### config.mk
export PLATFORM = sky130hd
export DESIGN_NAME = nn_neuron_mac_flat
export DESIGN_NICKNAME = d
export VERILOG_FILES = /design/src/rtl/nn_neuron_mac_if.sv /design/src/rtl/nn_neuron_mac.sv /design/src/flat_wrapper.sv
export SDC_FILE = /design/constraint.sdc
export NUM_CORES = 1
export LEC_CHECK = 0
export ABC_AREA = 1
export CAP_MARGIN = 20
export CORE_UTILIZATION = 45
export DETAILED_ROUTE_END_ITERATION = 10
export PLACE_DENSITY = 0.68
export SKIP_LAST_GASP = 1
export SLEW_MARGIN = 40
export SYNTH_ARGS = -nofsm -noshare
export SYNTH_HDL_FRONTEND = slang
export SYNTH_SLANG_ARGS = --single-unit
### constraint.sdc
create_clock -name clk -period 5.5 [get_ports clk]
set_input_delay 1.1 -clock clk [delete_from_list [all_inputs] [get_ports clk]]
set_output_delay 1.1 -clock clk [all_outputs]
set_load 0.02 [all_outputs]
### src/rtl/nn_neuron_mac_if.sv
// Handshake and register-write bus of nn_neuron_mac.
// With NN_NEURON_RELU_OUT_EN defined, the bus also carries relu_out.
interface nn_neuron_mac_if #(
  parameter int N_INPUTS = 4,
  parameter int IN_W     = 8,
  parameter int W_W      = 8
);
  localparam int ADDR_W = (N_INPUTS > 1) ? $clog2(N_INPUTS) : 1;
  localparam int ACC_W  = IN_W + W_W + $clog2(N_INPUTS + 1);

  logic                       w_wr_en;
  logic [ADDR_W-1:0]          w_wr_addr;
  logic signed [W_W-1:0]      w_wr_data;
  logic                       bias_wr_en;
  logic signed [W_W-1:0]      bias_wr_data;
  logic                       in_valid;
  logic                       in_ready;
  logic [N_INPUTS*IN_W-1:0]   x_in;
  logic                       out_valid;
  logic                       out_ready;
  logic signed [ACC_W-1:0]    acc_out;
  logic                       y_out;
  logic                       busy;
`ifdef NN_NEURON_RELU_OUT_EN
  logic signed [ACC_W-1:0]    relu_out;

  modport master (
    output w_wr_en, w_wr_addr, w_wr_data, bias_wr_en, bias_wr_data,
    output in_valid, x_in, out_ready,
    input  in_ready, out_valid, acc_out, y_out, busy, relu_out
  );
  modport slave (
    input  w_wr_en, w_wr_addr, w_wr_data, bias_wr_en, bias_wr_data,
    input  in_valid, x_in, out_ready,
    output in_ready, out_valid, acc_out, y_out, busy, relu_out
  );
`else
  modport master (
    output w_wr_en, w_wr_addr, w_wr_data, bias_wr_en, bias_wr_data,
    output in_valid, x_in, out_ready,
    input  in_ready, out_valid, acc_out, y_out, busy
  );
  modport slave (
    input  w_wr_en, w_wr_addr, w_wr_data, bias_wr_en, bias_wr_data,
    input  in_valid, x_in, out_ready,
    output in_ready, out_valid, acc_out, y_out, busy
  );
`endif
endinterface

### src/rtl/nn_neuron_mac.sv
// Sequential neuron: bias + sum(x[i]*w[i]) through one shared multiplier, step activation.
// Optional feature macro NN_NEURON_RELU_OUT_EN adds a registered relu_out result.
module nn_neuron_mac #(
  parameter int N_INPUTS = 4,
  parameter int IN_W     = 8,
  parameter int W_W      = 8
) (
  input logic            clk,
  input logic            rst,
  nn_neuron_mac_if.slave bus
);
  localparam int ADDR_W = (N_INPUTS > 1) ? $clog2(N_INPUTS) : 1;
  localparam int ACC_W  = IN_W + W_W + $clog2(N_INPUTS + 1);
  localparam int PROD_W = IN_W + W_W;

  typedef enum logic [1:0] {IDLE, MAC, DONE} state_e;

  state_e                  state_q, state_d;
  logic signed [W_W-1:0]   w_q [N_INPUTS];
  logic signed [W_W-1:0]   w_d [N_INPUTS];
  logic signed [W_W-1:0]   bias_q, bias_d;
  logic signed [IN_W-1:0]  x_q [N_INPUTS];
  logic signed [IN_W-1:0]  x_d [N_INPUTS];
  logic signed [ACC_W-1:0] acc_q, acc_d;
  logic [ADDR_W-1:0]       idx_q, idx_d;
  logic signed [ACC_W-1:0] acc_out_q, acc_out_d;
  logic                    y_q, y_d;
`ifdef NN_NEURON_RELU_OUT_EN
  logic signed [ACC_W-1:0] relu_q, relu_d;
`endif

  logic signed [PROD_W-1:0] prod;
  logic signed [ACC_W-1:0]  acc_sum;
  logic                     acc_pos;
  logic                     addr_ok;

  assign prod    = PROD_W'(x_q[idx_q]) * PROD_W'(w_q[idx_q]);
  assign acc_sum = acc_q + ACC_W'(prod);
  // Sign-bit test keeps the strict "> 0" threshold free of signed/unsigned compare pitfalls.
  assign acc_pos = !acc_sum[ACC_W-1] && (acc_sum != '0);
  assign addr_ok = {1'b0, bus.w_wr_addr} < (ADDR_W+1)'(N_INPUTS);

  always_comb begin
    state_d   = state_q;
    w_d       = w_q;
    bias_d    = bias_q;
    x_d       = x_q;
    acc_d     = acc_q;
    idx_d     = idx_q;
    acc_out_d = acc_out_q;
    y_d       = y_q;
`ifdef NN_NEURON_RELU_OUT_EN
    relu_d    = relu_q;
`endif
    unique case (state_q)
      IDLE: begin
        if (bus.w_wr_en && addr_ok) w_d[bus.w_wr_addr] = bus.w_wr_data;
        if (bus.bias_wr_en)         bias_d = bus.bias_wr_data;
        if (bus.in_valid) begin
          for (int i = 0; i < N_INPUTS; i++) x_d[i] = bus.x_in[i*IN_W +: IN_W];
          // bias_d already reflects a coincident bias write
          acc_d   = ACC_W'(bias_d);
          idx_d   = '0;
          state_d = MAC;
        end
      end
      MAC: begin
        acc_d = acc_sum;
        idx_d = idx_q + 1'b1;
        if (idx_q == ADDR_W'(N_INPUTS - 1)) begin
          acc_out_d = acc_sum;
          y_d       = acc_pos;
`ifdef NN_NEURON_RELU_OUT_EN
          relu_d    = acc_pos ? acc_sum : '0;
`endif
          state_d   = DONE;
        end
      end
      DONE: begin
        if (bus.out_ready) state_d = IDLE;
      end
      default: state_d = IDLE;
    endcase
  end

  always_ff @(posedge clk or posedge rst) begin
    if (rst) begin
      state_q   <= IDLE;
      w_q       <= '{default: '0};
      bias_q    <= '0;
      x_q       <= '{default: '0};
      acc_q     <= '0;
      idx_q     <= '0;
      acc_out_q <= '0;
      y_q       <= 1'b0;
`ifdef NN_NEURON_RELU_OUT_EN
      relu_q    <= '0;
`endif
    end else begin
      state_q   <= state_d;
      w_q       <= w_d;
      bias_q    <= bias_d;
      x_q       <= x_d;
      acc_q     <= acc_d;
      idx_q     <= idx_d;
      acc_out_q <= acc_out_d;
      y_q       <= y_d;
`ifdef NN_NEURON_RELU_OUT_EN
      relu_q    <= relu_d;
`endif
    end
  end

  assign bus.in_ready  = (state_q == IDLE);
  assign bus.out_valid = (state_q == DONE);
  assign bus.busy      = (state_q != IDLE);
  assign bus.acc_out   = acc_out_q;
  assign bus.y_out     = y_q;
`ifdef NN_NEURON_RELU_OUT_EN
  assign bus.relu_out  = relu_q;
`endif

endmodule

### src/flat_wrapper.sv
// flat-port wrapper written by rule: the top's interface ports become plain ports
module nn_neuron_mac_flat 
#(
  parameter int N_INPUTS = 4,
  parameter int IN_W     = 8,
  parameter int W_W      = 8
)
  (clk, rst, bus_w_wr_en, bus_w_wr_addr, bus_w_wr_data, bus_bias_wr_en, bus_bias_wr_data, bus_in_valid, bus_x_in, bus_out_ready, bus_in_ready, bus_out_valid, bus_acc_out, bus_y_out, bus_busy);
  nn_neuron_mac_if #(.N_INPUTS(N_INPUTS), .IN_W(IN_W), .W_W(W_W)) bus_i ();
  input logic clk;
  input logic rst;
  input wire logic [$bits(bus_i.w_wr_en)-1:0] bus_w_wr_en;
  input wire logic [$bits(bus_i.w_wr_addr)-1:0] bus_w_wr_addr;
  input wire logic [$bits(bus_i.w_wr_data)-1:0] bus_w_wr_data;
  input wire logic [$bits(bus_i.bias_wr_en)-1:0] bus_bias_wr_en;
  input wire logic [$bits(bus_i.bias_wr_data)-1:0] bus_bias_wr_data;
  input wire logic [$bits(bus_i.in_valid)-1:0] bus_in_valid;
  input wire logic [$bits(bus_i.x_in)-1:0] bus_x_in;
  input wire logic [$bits(bus_i.out_ready)-1:0] bus_out_ready;
  output wire logic [$bits(bus_i.in_ready)-1:0] bus_in_ready;
  output wire logic [$bits(bus_i.out_valid)-1:0] bus_out_valid;
  output wire logic [$bits(bus_i.acc_out)-1:0] bus_acc_out;
  output wire logic [$bits(bus_i.y_out)-1:0] bus_y_out;
  output wire logic [$bits(bus_i.busy)-1:0] bus_busy;
  assign bus_i.w_wr_en = bus_w_wr_en;
  assign bus_i.w_wr_addr = bus_w_wr_addr;
  assign bus_i.w_wr_data = bus_w_wr_data;
  assign bus_i.bias_wr_en = bus_bias_wr_en;
  assign bus_i.bias_wr_data = bus_bias_wr_data;
  assign bus_i.in_valid = bus_in_valid;
  assign bus_i.x_in = bus_x_in;
  assign bus_i.out_ready = bus_out_ready;
  assign bus_in_ready = bus_i.in_ready;
  assign bus_out_valid = bus_i.out_valid;
  assign bus_acc_out = bus_i.acc_out;
  assign bus_y_out = bus_i.y_out;
  assign bus_busy = bus_i.busy;
  nn_neuron_mac #(.N_INPUTS(N_INPUTS), .IN_W(IN_W), .W_W(W_W)) u_core (.clk(clk), .rst(rst), .bus(bus_i));
endmodule
==> run_results.csv, run 1 <==
group,metric,value,unit
cells_and_area,layout_commonest_cell,"nand2_1",
place,gp_congestion,0.9153,
routing,avgRoutedWirePerCell,15.08,um
floorplan,die-area,19700,um^2
floorplan,die_width,140.3,um
worst_setup_path,critical_path.max_fanout,13,
timing,fin_skew,0.01556,ns
global_routing,grt_pass1_wl,35360,um
worst_hold_path,hp-start,"u_core.x_q[17]$_DFFE_PP0P_",
cts,h-tree-depth,4,
worst_setup_path,max_stage_delay,0.56,ns
worst_hold_path,hold_path_end,"u_core.x_q[17]$_DFFE_PP0P_",
worst_setup_path,worst-path-buf-inv,7,
routing,dr.first_iter.drc_count,370,
synth,ys_seq_elements,115,
cells_and_area,layout_common_cells,"nand2_1 (313), inv_1 (155), dfrtp_1 (114)",
floorplan,initial_core_util,46.04,%
timing,rsz0062_at_grt,"yes",
synth,synth.top_cell.area_share,33.42,%
routing,totalWireLength,21530,um
place,io_buffers,78,
synth,syn_nets,1223,
timing,hold_viol_final,0,
worst_setup_path,critPathSlowestCell,"fa_1",
timing,setup_viol,0,
timing,worst_slew_pin_slew,0.8118,ns
cts,cts_buffer_depth,2,
worst_setup_path,crit_required,5.81,ns
routing,viasPerCell,5.027,
cells_and_area,diodes,0,
place,place_hpwl,15750,um
cells_and_area,area_delta_synth_final,31.08,%
floorplan,core,18710,um^2
routing,ant_nets,0,
worst_hold_path,worstHoldPathCells,2,
worst_setup_path,critPathKind,"flip-flop to flip-flop",
synth,ys_warn_count,0,
floorplan,ios,79,
cells_and_area,nNetsFinal,1368,
cts,clk_pin_slew,0.05,ns
worst_hold_path,min_path_type,"flip-flop to flip-flop",
synth,synthTopCellsByArea,"dfrtp_1 (33%), fa_1 (20%), nand2_1 (14%)",
routing,dr_total_vias,7179,
global_routing,grt_max_degree,73,
cts,cts_buffers,17,
synth,synth_cell_type_count,35,
cells_and_area,final_cells,1428,
worst_setup_path,crit_family,"adder cells",
worst_setup_path,cp-start-kind,"flip-flop",
place,placedCellCount,1391,
job,drv_cap,0,
cts,clkLatencyLatePin,0.43,ns
synth,synth_area_per_cell,8.297,um^2
global_routing,antenna_found_initial,0,
worst_setup_path,r2r_setup_slack,0.17,ns
timing,fin_crit,5.331,ns
routing,dr.pass1.iters,5,
global_routing,grt-ovfl-total,0,
timing,setup_tns,0,ns
outcome,status,"finished clean",
floorplan,rows,50,
cts,cts_tree,"done",
worst_setup_path,r2r-end,"u_core.bus.y_out$_DFFE_PP0P_",
timing,timing.fmax,187.6,MHz
cts,cts_root_buf,"clkbuf_16",
worst_setup_path,reg2reg_from,"u_core.idx_q[0]$_DFFE_PP0P_",
synth,syn_area,8612,um^2
cts,clock-sinks,115,
worst_setup_path,endpoint_kind,"flip-flop",
cells_and_area,final_layout_size_suffix_gt1_share,17.76,%
synth,synth_top_area_cell,"dfrtp_1",
floorplan,die_h,140.3,um
worst_setup_path,worstPathArrival,5.64,ns
global_routing,grt_pass1_vias,7172,
synth,syn_inst,1038,
timing,period_share,96.93,%
routing,drc,0,
timing,maxSlewHeadroom,45.82,%
timing,drv_slew,0,
cells_and_area,nFillCells,1581,
synth,synth-seq-area-share,33.42,%
global_routing,grt_usage,22.95,%
worst_setup_path,rr_worst_depth,27,
[final cells by class]
cell class	instances	area, um^2	share of cell area, %
Multi-Input combinational cell	720	5368	47.55
Inverter	172	650.6	5.764
Timing Repair Buffer	157	1484	13.15
Sequential cell	115	2879	25.50
Clock inverter	10	157.7	1.397
Tap cell	234	292.8	2.594
Clock buffer	20	456.7	4.046
[cells by family after synthesis]
| family | synth area share, % |
|---|---|
| DFF | 33.42 |
| and+or+nand+nor | 21.08 |
| buffers and inverters | 9.284 |
| xor gates and xnor gates | 0.3052 |
| muxes | 0.5812 |
| adders and majority gates | 26.06 |
| AOI/OAI and AO/OA | 9.269 |
[what timing repair did]
item	4_1_cts	5_1_grt
buffers inserted	0	5
hold buffers	0	0
setup endpoints to repair	1	19
pin swaps	0	46
gates cloned	0	2
resized for setup	2	86
[cell usage after synthesis (all sizes together)]
| cell type | count |
|---|---|
| nand2 | 340 |
| a32oi | 15 |
| or2 | 1 |
| nor2 | 74 |
| a21oi | 26 |
| clkbuf | 14 |
| mux2i | 5 |
| nor3 | 1 |
| ha | 45 |
| o211ai | 16 |
| o221ai | 1 |
| dfrtp | 115 |
| xor2 | 1 |
| nand3 | 22 |
| o21ai | 77 |
| nand4 | 3 |
| nand3b | 4 |
| clkinv | 1 |
| xnor2 | 2 |
| o31ai | 1 |
| buf | 17 |
| inv | 171 |
| and3 | 1 |
| fa | 84 |
| o21bai | 1 |
[worst min-delay path, delay by kind of cell, from the launching register on]
family        cells  cell delay (ns)
simple gates      2             0.10
flops             1             0.34
[per-layer routing]
layer | track usage [%] | routed length [um]
met3 | 3.863 | 966
met2 | 35.11 | 9738
met5 | 0 | 0
met4 | 7.114 | 322
met1 | 33.30 | 10510
[worst max-delay path by stage]
stage	from	end	depth (start not counted)
6_report	u_core.idx_q[0]$_DFFE_PP0P_	u_core.bus.y_out$_DFFE_PP0P_	27
4_1_cts	u_core.idx_q[0]$_DFFE_PP0P_	u_core.bus.y_out$_DFFE_PP0P_	28
2_1_floorplan	u_core.idx_q[0]$_DFFE_PP0P_	u_core.bus.y_out$_DFFE_PP0P_	26
5_1_grt	u_core.idx_q[0]$_DFFE_PP0P_	u_core.bus.y_out$_DFFE_PP0P_	27
3_5_place_dp	u_core.idx_q[0]$_DFFE_PP0P_	u_core.bus.y_out$_DFFE_PP0P_	24
3_3_place_gp	u_core.idx_q[0]$_DFFE_PP0P_	u_core.bus.y_out$_DFFE_PP0P_	26
[per-stage QoR]
stage	area (um^2)	setup slack [ns]	hold slack, ns	utilization (%)
after floorplan	8622	0.004861	0.4436	-
after global placement	10120	0.03394	0.4628	54.12
after detailed placement	10130	0.005025	0.4654	54.14
after CTS	10760	0.009168	0.4809	57.50
after global routing	11290	-0.08436	0.5009	60.35
final	11290	0.1689	0.4822	60.35
[sequential cells by signal, summed over array words and instances (netlist names)]
name and count:
u_core.acc_q 19, u_core.bias_q 8, u_core.bus.acc_out 19, u_core.bus.y_out 1
u_core.idx_q 2, u_core.state_q 2, u_core.w_q 32, u_core.x_q 32
Power of run 1 is left out: the tool's default activity adds up to more than one toggle a clock period on the data nets, which glitch-free logic cannot reach.
==> run 2, diff against run 1 <==
CORE_ASPECT_RATIO = 0.75   (was default)
==> run_results.csv, run 2 (synthesized netlist as in run 1, its figures left out) <==
group,metric,value,unit
worst_setup_path,critPathKind,"flip-flop to flip-flop",
routing,dr.pass1.iters,6,
place,place_hpwl,16350,um
cts,h-tree-depth,4,
place,placed_cell_area,10160,um^2
cells_and_area,final_cells,1446,
cells_and_area,nNetsFinal,1372,
timing,rsz0062_at_grt,"yes",
place,io_buffers,78,
place,gp_congestion,0.9192,
routing,dr_total_vias,7247,
worst_setup_path,reg2reg_from,"u_core.idx_q[0]$_DFFE_PP0P_",
global_routing,antenna_found_initial,0,
timing,timing.fmax,184.8,MHz
worst_hold_path,hp-start,"u_core.x_q[18]$_DFFE_PP0P_",
cts,cts_buffers,17,
routing,avgRoutedWirePerCell,15.16,um
cts,cts_buffer_depth,2,
cells_and_area,final_util,60.90,%
timing,fin_skew,0.01085,ns
cts,hold_buffers,0,
cts,cts_root_buf,"clkbuf_16",
routing,drc,0,
timing,drv_slew,0,
timing,worst_hold_slack,0.4811,ns
worst_hold_path,worstHoldPathCells,2,
cells_and_area,reg.largest.list,"u_core.w_q x32, u_core.x_q x32",
cells_and_area,diodes,0,
cts,cts_tree,"done",
global_routing,grt_pass1_vias,7021,
routing,totalWireLength,21920,um
worst_setup_path,r2r_setup_slack,0.09,ns
place,placedCellCount,1404,
timing,worst_slew_pin_slew,0.8003,ns
floorplan,ios,79,
global_routing,grt_pass1_wl,35460,um
routing,viasPerCell,5.012,
floorplan,die_h,121.8,um
job,drv_cap,0,
global_routing,grt-ovfl-total,0,
floorplan,rows,43,
worst_hold_path,min_path_type,"flip-flop to flip-flop",
floorplan,initial_core_util,46.26,%
timing,setup_viol,0,
worst_hold_path,hold_path_end,"u_core.x_q[18]$_DFFE_PP0P_",
global_routing,grt_max_degree,79,
cts,clk_pin_slew,0.06,ns
routing,dr.first_iter.drc_count,504,
cells_and_area,final_layout_size_suffix_gt1_share,17.68,%
worst_setup_path,cp-start-kind,"flip-flop",
cts,clkLatencyLatePin,0.42,ns
worst_setup_path,r2r-end,"u_core.bus.y_out$_DFFE_PP0P_",
cells_and_area,fin_area,11340,um^2
cts,clock-sinks,115,
timing,maxSlewHeadroom,46.59,%
worst_setup_path,crit_required,5.81,ns
worst_setup_path,endpoint_kind,"flip-flop",
cells_and_area,layout_commonest_cell,"nand2_1",
cells_and_area,layout_common_cells,"nand2_1 (317), inv_1 (161), dfrtp_1 (114)",
floorplan,core,18620,um^2
floorplan,die_width,161.7,um
routing,ant_nets,0,
cells_and_area,area_delta_synth_final,31.63,%
timing,fin_crit,5.412,ns
global_routing,grt_usage,23.24,%
worst_setup_path,rr_worst_depth,26,
outcome,status,"finished clean",
worst_setup_path,worstPathArrival,5.73,ns
worst_setup_path,critical_path.max_fanout,16,
timing,hold_viol_final,0,
timing,period_share,98.40,%
floorplan,die-area,19700,um^2
## run 2: how the worst max path moves through the flow
stage / startpoint / to / slack (ns) / cells after the start
after floorplan: u_core.idx_q[0]$_DFFE_PP0P_ / u_core.bus.y_out$_DFFE_PP0P_ / 0.005 / 26
final: u_core.idx_q[0]$_DFFE_PP0P_ / u_core.bus.y_out$_DFFE_PP0P_ / 0.09 / 26
after global placement: u_core.idx_q[0]$_DFFE_PP0P_ / u_core.bus.y_out$_DFFE_PP0P_ / 0.07 / 27
after global routing: u_core.idx_q[0]$_DFFE_PP0P_ / u_core.bus.y_out$_DFFE_PP0P_ / -0.20 / 26
after CTS: u_core.idx_q[0]$_DFFE_PP0P_ / u_core.bus.y_out$_DFFE_PP0P_ / 0.03 / 26
after detailed placement: u_core.idx_q[0]$_DFFE_PP0P_ / u_core.bus.y_out$_DFFE_PP0P_ / -0.06 / 26
## run 2: layout make-up
cell class	count	area (um^2)
Clock buffer	18	439.2
Clock inverter	13	196.4
Fill cell	1568	7279
Inverter	172	655.6
Multi-Input combinational cell	720	5344
Sequential cell	115	2879
Tap cell	247	309.0
Timing Repair Buffer	161	1513
## run 2: metal layers
layer	GRT usage [%]	routed length, um	vias up
met5	0	0	-
met1	36.51	10930	3501
met2	32.35	9294	197
met4	5.778	267	0
li1	-	-	3525
met3	4.733	1424	24
## run 2: worst max-delay path: stages (launching register included)
cell      delay (ns)
dfrtp_2         0.50
clkinv_4        0.12
buf_12          0.14
nand2_1         0.05
a32oi_1         0.21
buf_4           0.18
nand2_1         0.08
fa_1            0.55
inv_1           0.05
fa_1            0.47
fa_1            0.54
fa_1            0.57
fa_2            0.48
ha_4            0.35
nand2_1         0.08
nor2_1          0.10
nand2_1         0.08
nand3_2         0.10
nand2_1         0.07
nand2_2         0.08
inv_1           0.04
nand2_1         0.07
nand2_2         0.07
nor2_2          0.11
nand3_1         0.09
nand3_1         0.07
nand2_1         0.05
## run 2: through the flow
step / TNS, ns / setup slack [ns]
detailed placement: -0.05777 / -0.05777
global placement: 0 / 0.07266
finish: 0 / 0.08820
floorplan: 0 / 0.004861
global route: -0.4242 / -0.1999
CTS: 0 / 0.02529
## run 2: repair_timing
| item | CTS | global route |
|---|---|---|
| endpoints found under the setup margin | 1 | 20 |
| gates cloned | 0 | 2 |
| gates resized for setup | 3 | 70 |
| pin swaps | 0 | 36 |
| setup buffers | 0 | 9 |
Power of run 2 is left out for the same reason.
